File: src/rtl/wb_arbiter_pkg.sv
// wb_arbiter_pkg: shared Wishbone widths and arbiter state type
package wb_arbiter_pkg;
  localparam int ADR_W = 32;
  localparam int DAT_W = 32;
  localparam int SEL_W = 4;
  typedef enum logic {IDLE, OWNED} state_e;
endpackage

File: src/rtl/wb_arbiter_rr_picker.sv
// rr_picker: round-robin one-hot picker starting after ptr and wrapping
module rr_picker #(
  parameter int N  = 2,
  parameter int IW = $clog2(N)
) (
  input  logic [N-1:0]  req,
  input  logic [IW-1:0] ptr,
  output logic [N-1:0]  gnt,
  output logic [IW-1:0] idx
);
  always_comb begin
    idx = '0;
    for (int j = N - 1; j >= 0; j--)
      if (req[j] && j <= int'(ptr)) idx = IW'(j);
    for (int j = N - 1; j >= 0; j--)
      if (req[j] && j > int'(ptr)) idx = IW'(j);
  end
  assign gnt = (|req) ? N'(1) << idx : '0;
endmodule

File: src/rtl/wb_arbiter.sv
// wb_arbiter: round-robin Wishbone bus arbiter with locked cycles and strobe timeout
module wb_arbiter
  import wb_arbiter_pkg::*;
#(
  parameter int NUM_MASTERS = 2,
  parameter int TIMEOUT     = 255
) (
  input  logic                                clk_i,
  input  logic                                rst_ni,
  input  logic [NUM_MASTERS-1:0]              m_cyc_i,
  input  logic [NUM_MASTERS-1:0]              m_stb_i,
  input  logic [NUM_MASTERS-1:0]              m_we_i,
  input  logic [NUM_MASTERS-1:0][ADR_W-1:0]   m_adr_i,
  input  logic [NUM_MASTERS-1:0][DAT_W-1:0]   m_dat_i,
  input  logic [NUM_MASTERS-1:0][SEL_W-1:0]   m_sel_i,
  output logic [NUM_MASTERS-1:0]              m_ack_o,
  output logic [NUM_MASTERS-1:0]              m_err_o,
  output logic [DAT_W-1:0]                    m_dat_o,
  output logic                                cyc_o,
  output logic                                stb_o,
  output logic                                we_o,
  output logic [ADR_W-1:0]                    adr_o,
  output logic [DAT_W-1:0]                    dat_o,
  output logic [SEL_W-1:0]                    sel_o,
  input  logic                                ack_i,
  input  logic                                err_i,
  input  logic [DAT_W-1:0]                    dat_i,
  output logic [NUM_MASTERS-1:0]              grant_o
);
  localparam int IW = $clog2(NUM_MASTERS);
  localparam int CW = $clog2(TIMEOUT + 1);
  state_e                 state;
  logic [NUM_MASTERS-1:0] grant, pick;
  logic [IW-1:0]          own, ptr, pick_idx;
  logic [CW-1:0]          cnt;
  logic                   owned, stb_raw, to, ack, err;
  rr_picker #(.N(NUM_MASTERS), .IW(IW)) u_picker (
    .req (m_cyc_i),
    .ptr (ptr),
    .gnt (pick),
    .idx (pick_idx)
  );
  assign owned   = state == OWNED;
  assign cyc_o   = owned & m_cyc_i[own];
  assign stb_raw = cyc_o & m_stb_i[own];
  assign to      = stb_raw & (cnt == CW'(TIMEOUT));
  assign stb_o   = stb_raw & ~to;
  assign we_o    = cyc_o & m_we_i[own];
  assign adr_o   = owned ? m_adr_i[own] : '0;
  assign dat_o   = owned ? m_dat_i[own] : '0;
  assign sel_o   = owned ? m_sel_i[own] : '0;
  assign m_dat_o = owned ? dat_i : '0;
  assign err     = owned & (err_i | to);
  assign ack     = owned & ack_i & ~err;
  assign m_ack_o = NUM_MASTERS'(ack) << own;
  assign m_err_o = NUM_MASTERS'(err) << own;
  assign grant_o = grant;
  always_ff @(posedge clk_i or negedge rst_ni) begin
    if (!rst_ni) begin
      state <= IDLE;
      grant <= '0;
      own   <= '0;
      ptr   <= IW'(NUM_MASTERS - 1);
      cnt   <= '0;
    end else begin
      cnt <= (stb_o && !ack_i && !err_i) ? cnt + CW'(cnt != CW'(TIMEOUT)) : '0;
      if (state == IDLE && |m_cyc_i) begin
        state <= OWNED;
        grant <= pick;
        own   <= pick_idx;
      end else if (state == OWNED && !m_cyc_i[own]) begin
        state <= IDLE;
        grant <= '0;
        ptr   <= own;
      end
    end
  end
endmodule

File: config.mk
export PLATFORM = sky130hd
export DESIGN_NAME = wb_arbiter
export DESIGN_NICKNAME = d
export VERILOG_FILES = /design/src/rtl/wb_arbiter_pkg.sv /design/src/rtl/wb_arbiter_rr_picker.sv /design/src/rtl/wb_arbiter.sv
export SDC_FILE = /design/constraint.sdc
export NUM_CORES = 1
export LEC_CHECK = 0
export CORE_AREA = 2 2 112 114
export DETAILED_ROUTE_END_ITERATION = 6
export DIE_AREA = 0 0 114 116
export PLACE_DENSITY = 0.6
export RECOVER_POWER = 25
export SKIP_LAST_GASP = 1
export SLEW_MARGIN = 10
export SYNTH_ARGS = -nofsm -noshare
export SYNTH_HDL_FRONTEND = slang
export SYNTH_SLANG_ARGS = --single-unit
File: constraint.sdc
create_clock -name clk_i -period 4.67 [get_ports clk_i]
set_input_delay 0.934 -clock clk_i [delete_from_list [all_inputs] [get_ports clk_i]]
set_output_delay 0.934 -clock clk_i [all_outputs]
set_load 0.03 [all_outputs]
==> metrics.txt, run 1 <==
R2R cell count 7; static leakage around 0.0021 uW; io pins 287; slowest CP cell dlygate4sd3_1; Synth area leaders mux2i_1 34%, dfrtp_1 15%, nor2_1 14%; period utilisation layout approximately 82%; RSZ-0062 raised after global routing no; most common cell after layout, fill and taps aside clkdlybuf4s50_1; worst slew pin tran 1.02 ns; Core Region roughly 0.012 mm2; post-layout min period 3.82 ns; R2R Setup Slk ~2.3 ns; Pint 944 uW; post-CTS resize count 0; crit-path cells dlygate4sd3_1 -> mux2_1 -> and2_1 -> nor2b_1 -> clkdlybuf4s50_1; initial antenna violation count 0; # nets final about 730; worst hold path type flop to flop; Starting Density 16.9%; Seq/Total Area, Yosys 16.3%; GRT Total Usage 15.7%; Post-Syn Area about 0.0020 mm2; gpl congestion 0.767; Logic pwr share 80.2%; commonest cells after routing, fill and taps aside 276 x clkdlybuf4s50_1, 76 x nor2_1, 69 x mux2i_1; flops & latches, synth 13; final setup fails 0; DRC viols 0; # Max-Cap Violations 0; CP bufs+invs 2; CTS max path bufs 2; area grow syn2layout 152%; Syn Nets 453; clk_lat worst skew 0.24 ns; Vias/cell 4.21; Sink Count 13; antenna-violating nets left 0; Crit path max-delay family buffers and inverters; Worst Path Class, Setup input pin to output port; fill cell count 1229; outcome finished clean; WL/cell between 15 and 20 um; reg2reg start cnt[1]$_DFF_PN0_; post-CTS setup repair buffer count 0; diode count 0; worst vdd ir 176 uV; Vias 2925; P_sw 920 uW; sw frac 49.4%; max incr delay on CP roughly 0.63 ns; relative slew slack 31.2%; area leader, netlist mux2i_1; crit path DAT ~2.9 ns; DR iter-0 viols 106; Synth warnings 0; IO buf count 286; TritonCTS clock tree yes; PwrDens approximately 370 mW/mm2; HP Start ptr$_DFFE_PN1P_; final wirelength 11.2 mm; Synth top area share roughly a third; setup_tns 0 ns; HPWL Detailed 9.47 mm; Max Fclk 0.262 GHz; asr flop ratio synth 100%; Clock Skew 0.00230 ns; crit-path max FO 7; Die X between 100 and 150 um; Post-Place Cell Area 0.00499 mm2; CTS buffer count 3; first-pass GRT wire length 16.4 mm; CTS root buffer clkbuf_16; synthesized area per cell 7.36 um2; number of synthesized flops with an enable pin 0; die footprint around 0.013 mm2; reg2reg end cnt[6]$_DFF_PN0_; final setup margin 0.854 ns; number of core rows 40; Seq pwr share 11.1%; Reg clk slew, reported paths 0.04 ns; hold worst-path end ptr$_DFFE_PN1P_; synth unique cells 36; Primary FF master, synth dfrtp_1; fin area about 0.0051 mm2; Post-Synthesis Cells 273; Slew Limit Fails 0; final hold violations 0; First-pass DRT Iterations 4; number of global-route vias before repair 2993; grt ovf 0; CP Data Required Time 3.74 ns; Hold Path Cell Cnt 2; endpoint class of the critical path output port; Die Height 116 um; crit path launch type input pin; CTS H-tree depth 1; Clock Power Share 8.7%; pin count of the biggest net entering global routing 47; # hold bufs at CTS 0; Setup WS pre-CTS 0.922 ns; layout cells sized above 1 between 2 and 3%
[layer usage]
layer	wire length [um]	up-vias	track usage, %
li1	-	1473	-
met1	4170	1337	18.1
met2	6200	109	30.1
met3	744	6	3.97
met4	91	0	2.03
met5	0	-	0
[final cells by class]
| type | instances | area, um2 | share of cell area (%) |
|---|---|---|---|
| inverter | 9 | 33.8 | 0.667 |
| multi-input combinational | 230 | 1540 | 30.4 |
| timing repair buffer | 291 | 2900 | 57.3 |
| tap | 147 | 184 | 3.63 |
| sequential | 13 | 330 | 6.52 |
| clock buffer | 4 | 78.8 | 1.56 |
[cell usage after synthesis, types with 2 or more instances]
cell      count
a21oi_1       6
a31oi_1       3
a32o_1        2
and2_1       33
buf_2         5
buf_4         6
clkbuf_1     10
dfrtp_1      12
ha_1          2
inv_1         8
mux2i_1      69
nand2_1       5
nand3_1       2
nand4b_1      2
nor2_1       76
nor3_1        6
o21ai_0       5
xnor2_1       2
xor2_1        2
[power by group through the flow]
stage                     combinational [uW]  sequential [uW]  clock [uW]
after global placement                  1500              210           0
final                                   1490              208         162
after global routing                    1580              216         174
after floorplan                          928              154           0
after CTS                               1520              209         167
after detailed placement                1510              210           0
[logic make-up (layout without fill, tap and decap cells)]
| logic type | count (synthesis) | in the layout | share of synthesized area (%) |
|---|---|---|---|
| flip-flops | 13 | 13 | 16.3 |
| XOR/XNOR | 4 | 4 | 1.74 |
| adder cells (fa/ha/maj) | 2 | 2 | 1.25 |
| AO/OA/AOI/OAI | 20 | 20 | 6.29 |
| multiplexers | 70 | 70 | 34.9 |
| buffers and inverters | 30 | 304 | 7.04 |
| AND/OR/NAND/NOR | 134 | 134 | 32.5 |
[worst max path at each step]
| stage | startpoint | endpoint | slack, ns | cells after the start |
|---|---|---|---|---|
| final | m_cyc_i[0] | we_o | 0.85 | 5 |
| after global routing | m_cyc_i[0] | we_o | 0.74 | 5 |
| after CTS | m_cyc_i[0] | we_o | 0.92 | 5 |
| after detailed placement | m_cyc_i[0] | we_o | 0.92 | 5 |
| after global placement | m_cyc_i[0] | we_o | 0.96 | 5 |
| after floorplan | m_cyc_i[1] | we_o | 1.82 | 3 |
[worst reg2reg max path, delay by kind of cell (launching register included)]
| kind | cells | cell delay [ns] |
|---|---|---|
| AOI/OAI and AO/OA | 1 | 0.19 |
| DFF | 1 | 0.45 |
| buffers and inverters | 1 | 0.16 |
| and+or+nand+nor | 4 | 1.13 |
| adders and majority gates | 1 | 0.27 |
[stage by stage]
| stage | hold WS, ns | total power, uW | utilization (%) | instances |
|---|---|---|---|---|
| floorplan | 0.487 | 1080 | - | 273 |
| global placement | 0.516 | 1710 | 41.9 | 690 |
| detailed placement | 0.515 | 1720 | 41.9 | 690 |
| CTS | 0.524 | 1890 | 42.6 | 694 |
| global route | 0.553 | 1970 | 42.5 | 694 |
| finish | 0.519 | 1860 | 42.5 | 694 |
[state kept, by name, indices dropped and copies added (netlist names)]
name,count
cnt,8
grant_o,2
own,1
owned,1
ptr,1
No activity file was read; power rests on OpenSTA's default activity.
==> run 2: changes to the inputs <==
CORE_AREA = 2 2 111 113   (was 2 2 112 114)
DIE_AREA = 0 0 113 115   (was 0 0 114 116)
PLACE_DENSITY = 0.61   (was 0.6)
clock period = 3.9 ns   (was 4.67 ns; I/O delays follow)
==> run 2 against run 1 <==
- the flow now finishes with violations (design-rule violations)
- sequential share of layout area hardly changed
- total power is 20% higher
- final cell count is 0.14% lower
- critical path depth stayed put
- clock power is 19% higher
- via count is 0.31% lower
- clock skew is 0.00067 ns lower
- non-clock buffer count is 1 lower
- register-to-register slack worse by 0.66 ns
- utilization is 0.37 points higher
- worst hold slack better by 0.014 ns
==> metrics.txt, run 2 (synthesis gave the netlist of run 1 again) <==
outcome finished with violations; failing checks design-rule violations; worst vdd ir 305 uV (+74%); Sink Count 13 (unchanged); CTS H-tree depth 1 (unchanged); # Max-Cap Violations 0 (unchanged); most common cell after layout, fill and taps aside clkdlybuf4s50_1; slowest CP cell dlygate4sd3_1; setup_tns 0 ns (unchanged); CTS root buffer clkbuf_16; io pins 287 (unchanged); TritonCTS clock tree yes; Die Height 115 um (-0.86%); relative slew slack 31.5% (+0.30 points); diode count 0 (unchanged); final setup fails 0 (unchanged); Vias 2916 (-0.31%); Max Fclk 0.285 GHz; endpoint class of the critical path output port; HPWL Detailed 8.92 mm (-5.8%); CTS max path bufs 2 (unchanged); CP startpoint m_cyc_i[0]; clk_lat worst skew 0.24 ns (about the same); reg2reg start own$_DFFE_PN0P_; gpl congestion 0.771 (+0.52%); Reg clk slew, reported paths 0.04 ns (about the same); number of global-route vias before repair 3021 (+0.94%); static leakage 0.00206 uW (-0.27%); initial antenna violation count 0 (unchanged); Die X 113 um (-0.88%); Core Region 0.0118 mm2 (-0.84%); post-layout min period 3.51 ns; number of core rows 40 (unchanged); Clock Skew 0.00163 ns (-0.000671 ns); number of flip-flops in the largest register 8 (unchanged); crit path launch type input pin; GRT Total Usage 15.2% (-0.54 points); crit path DAT 2.73 ns (-0.15 ns); Worst Path Class, Setup input pin to output port; RSZ-0062 raised after global routing no; commonest cells after routing, fill and taps aside 278 x clkdlybuf4s50_1, 76 x nor2_1, 69 x mux2i_1; crit-path max FO 7 (unchanged); die footprint 0.0130 mm2 (-1.7%); Reg with most FFs cnt; layout cells sized above 1 2.20% (-0.36 points); CTS buffer count 3 (unchanged); CP Data Required Time 3.12 ns (-0.62 ns); R2R cell count 4 (-3); IO buf count 286 (unchanged); period utilisation layout 90.0%; PwrDens 442 mW/mm2 (+20%); # hold bufs at CTS 0 (unchanged); area grow syn2layout 152% (about the same); first-pass GRT wire length 15.9 mm (-3.6%); grt ovf 0 (unchanged); crit-path cells dlygate4sd3_1 -> mux2_1 -> and2_1 -> nor2b_1 -> clkdlybuf4s50_1; DRC viols 3 (+3); # nets final 727 (-0.14%); First-pass DRT Iterations 7 (+3); Starting Density 17.0% (+0.14 points); Hold Path Cell Cnt 2 (unchanged); Vias/cell 4.21 (-0.16%); Slew Limit Fails 0 (unchanged); worst slew pin tran 1.02 ns (-0.00443 ns); post-CTS resize count 0 (unchanged); smallest hold slack 0.533 ns (+0.0139 ns); final hold violations 0 (unchanged); worst hold path type flop to flop; antenna-violating nets left 0 (unchanged); pin count of the biggest net entering global routing 76 (+62%); post-CTS setup repair buffer count 0 (unchanged); DR iter-0 viols 95 (-10%); max incr delay on CP 0.63 ns (about the same); WL/cell 15.5 um (-4.2%); HP Start grant_o[1]$_DFFE_PN0P_; final wirelength 10.7 mm (-4.3%)
-- run 2: cell types whose count changed in the layout (fill, tap and decap cells not counted), sizes merged --
cell and change:
dlygate4sd3 -2, clkdlybuf4s50 +2, buf -2, clkbuf +1
-- run 2: stage by stage --
stage | utilization (%) | total power [uW] | setup WS, ns | area (um2) | instances
2_1_floorplan | - | 1300 | 1.36 | 2010 | 273
3_3_place_gp | 42.3 | 2060 | 0.502 | 4990 | 689
3_5_place_dp | 42.3 | 2070 | 0.494 | 4990 | 689
4_1_cts | 43.0 | 2270 | 0.484 | 5070 | 693
5_1_grt | 42.9 | 2360 | 0.264 | 5070 | 693
6_report | 42.9 | 2240 | 0.389 | 5070 | 693
-- run 2: metal layers --
metal	routed length [um]	track usage [%]	part of all wire, %
met4	36	1.95	0.34
met5	0	0	0
met3	781	4.22	7.3
met1	4080	17.5	38
met2	5820	28.8	54
-- run 2: power breakdown --
group | switching, uW | internal, uW
logic | 1030 | 835
clock network | 54.1 | 138
registers | 24.4 | 161
-- run 2: final cells by class --
| type | instances | area, um2 |
|---|---|---|
| repair buffers | 290 | 2900 |
| well taps | 147 | 184 |
| fillers | 1199 | 6750 |
| flip-flops and latches | 13 | 330 |
| inverters | 9 | 33.8 |
| clock buffers | 4 | 78.8 |
| multi-input cells | 230 | 1540 |
-- run 2: final timing paths --
| check | slack [ns] | end |
|---|---|---|
| max | 0.39 | we_o |
| min | 0.53 | grant_o[1]$_DFFE_PN0P_ |
| max reg2reg | 1.66 | cnt[6]$_DFF_PN0_ |
| min reg2reg | 0.53 | grant_o[1]$_DFFE_PN0P_ |
| max in group asynchronous | 2.47 | own$_DFFE_PN0P_ |
| min in group asynchronous | 0.99 | own$_DFFE_PN0P_ |
-- run 2: critical path: cells and delay by family --
| kind | cells | cell delay, ns |
|---|---|---|
| simple gates | 2 | 0.35 |
| buf+inv | 2 | 1.23 |
| mux | 1 | 0.37 |
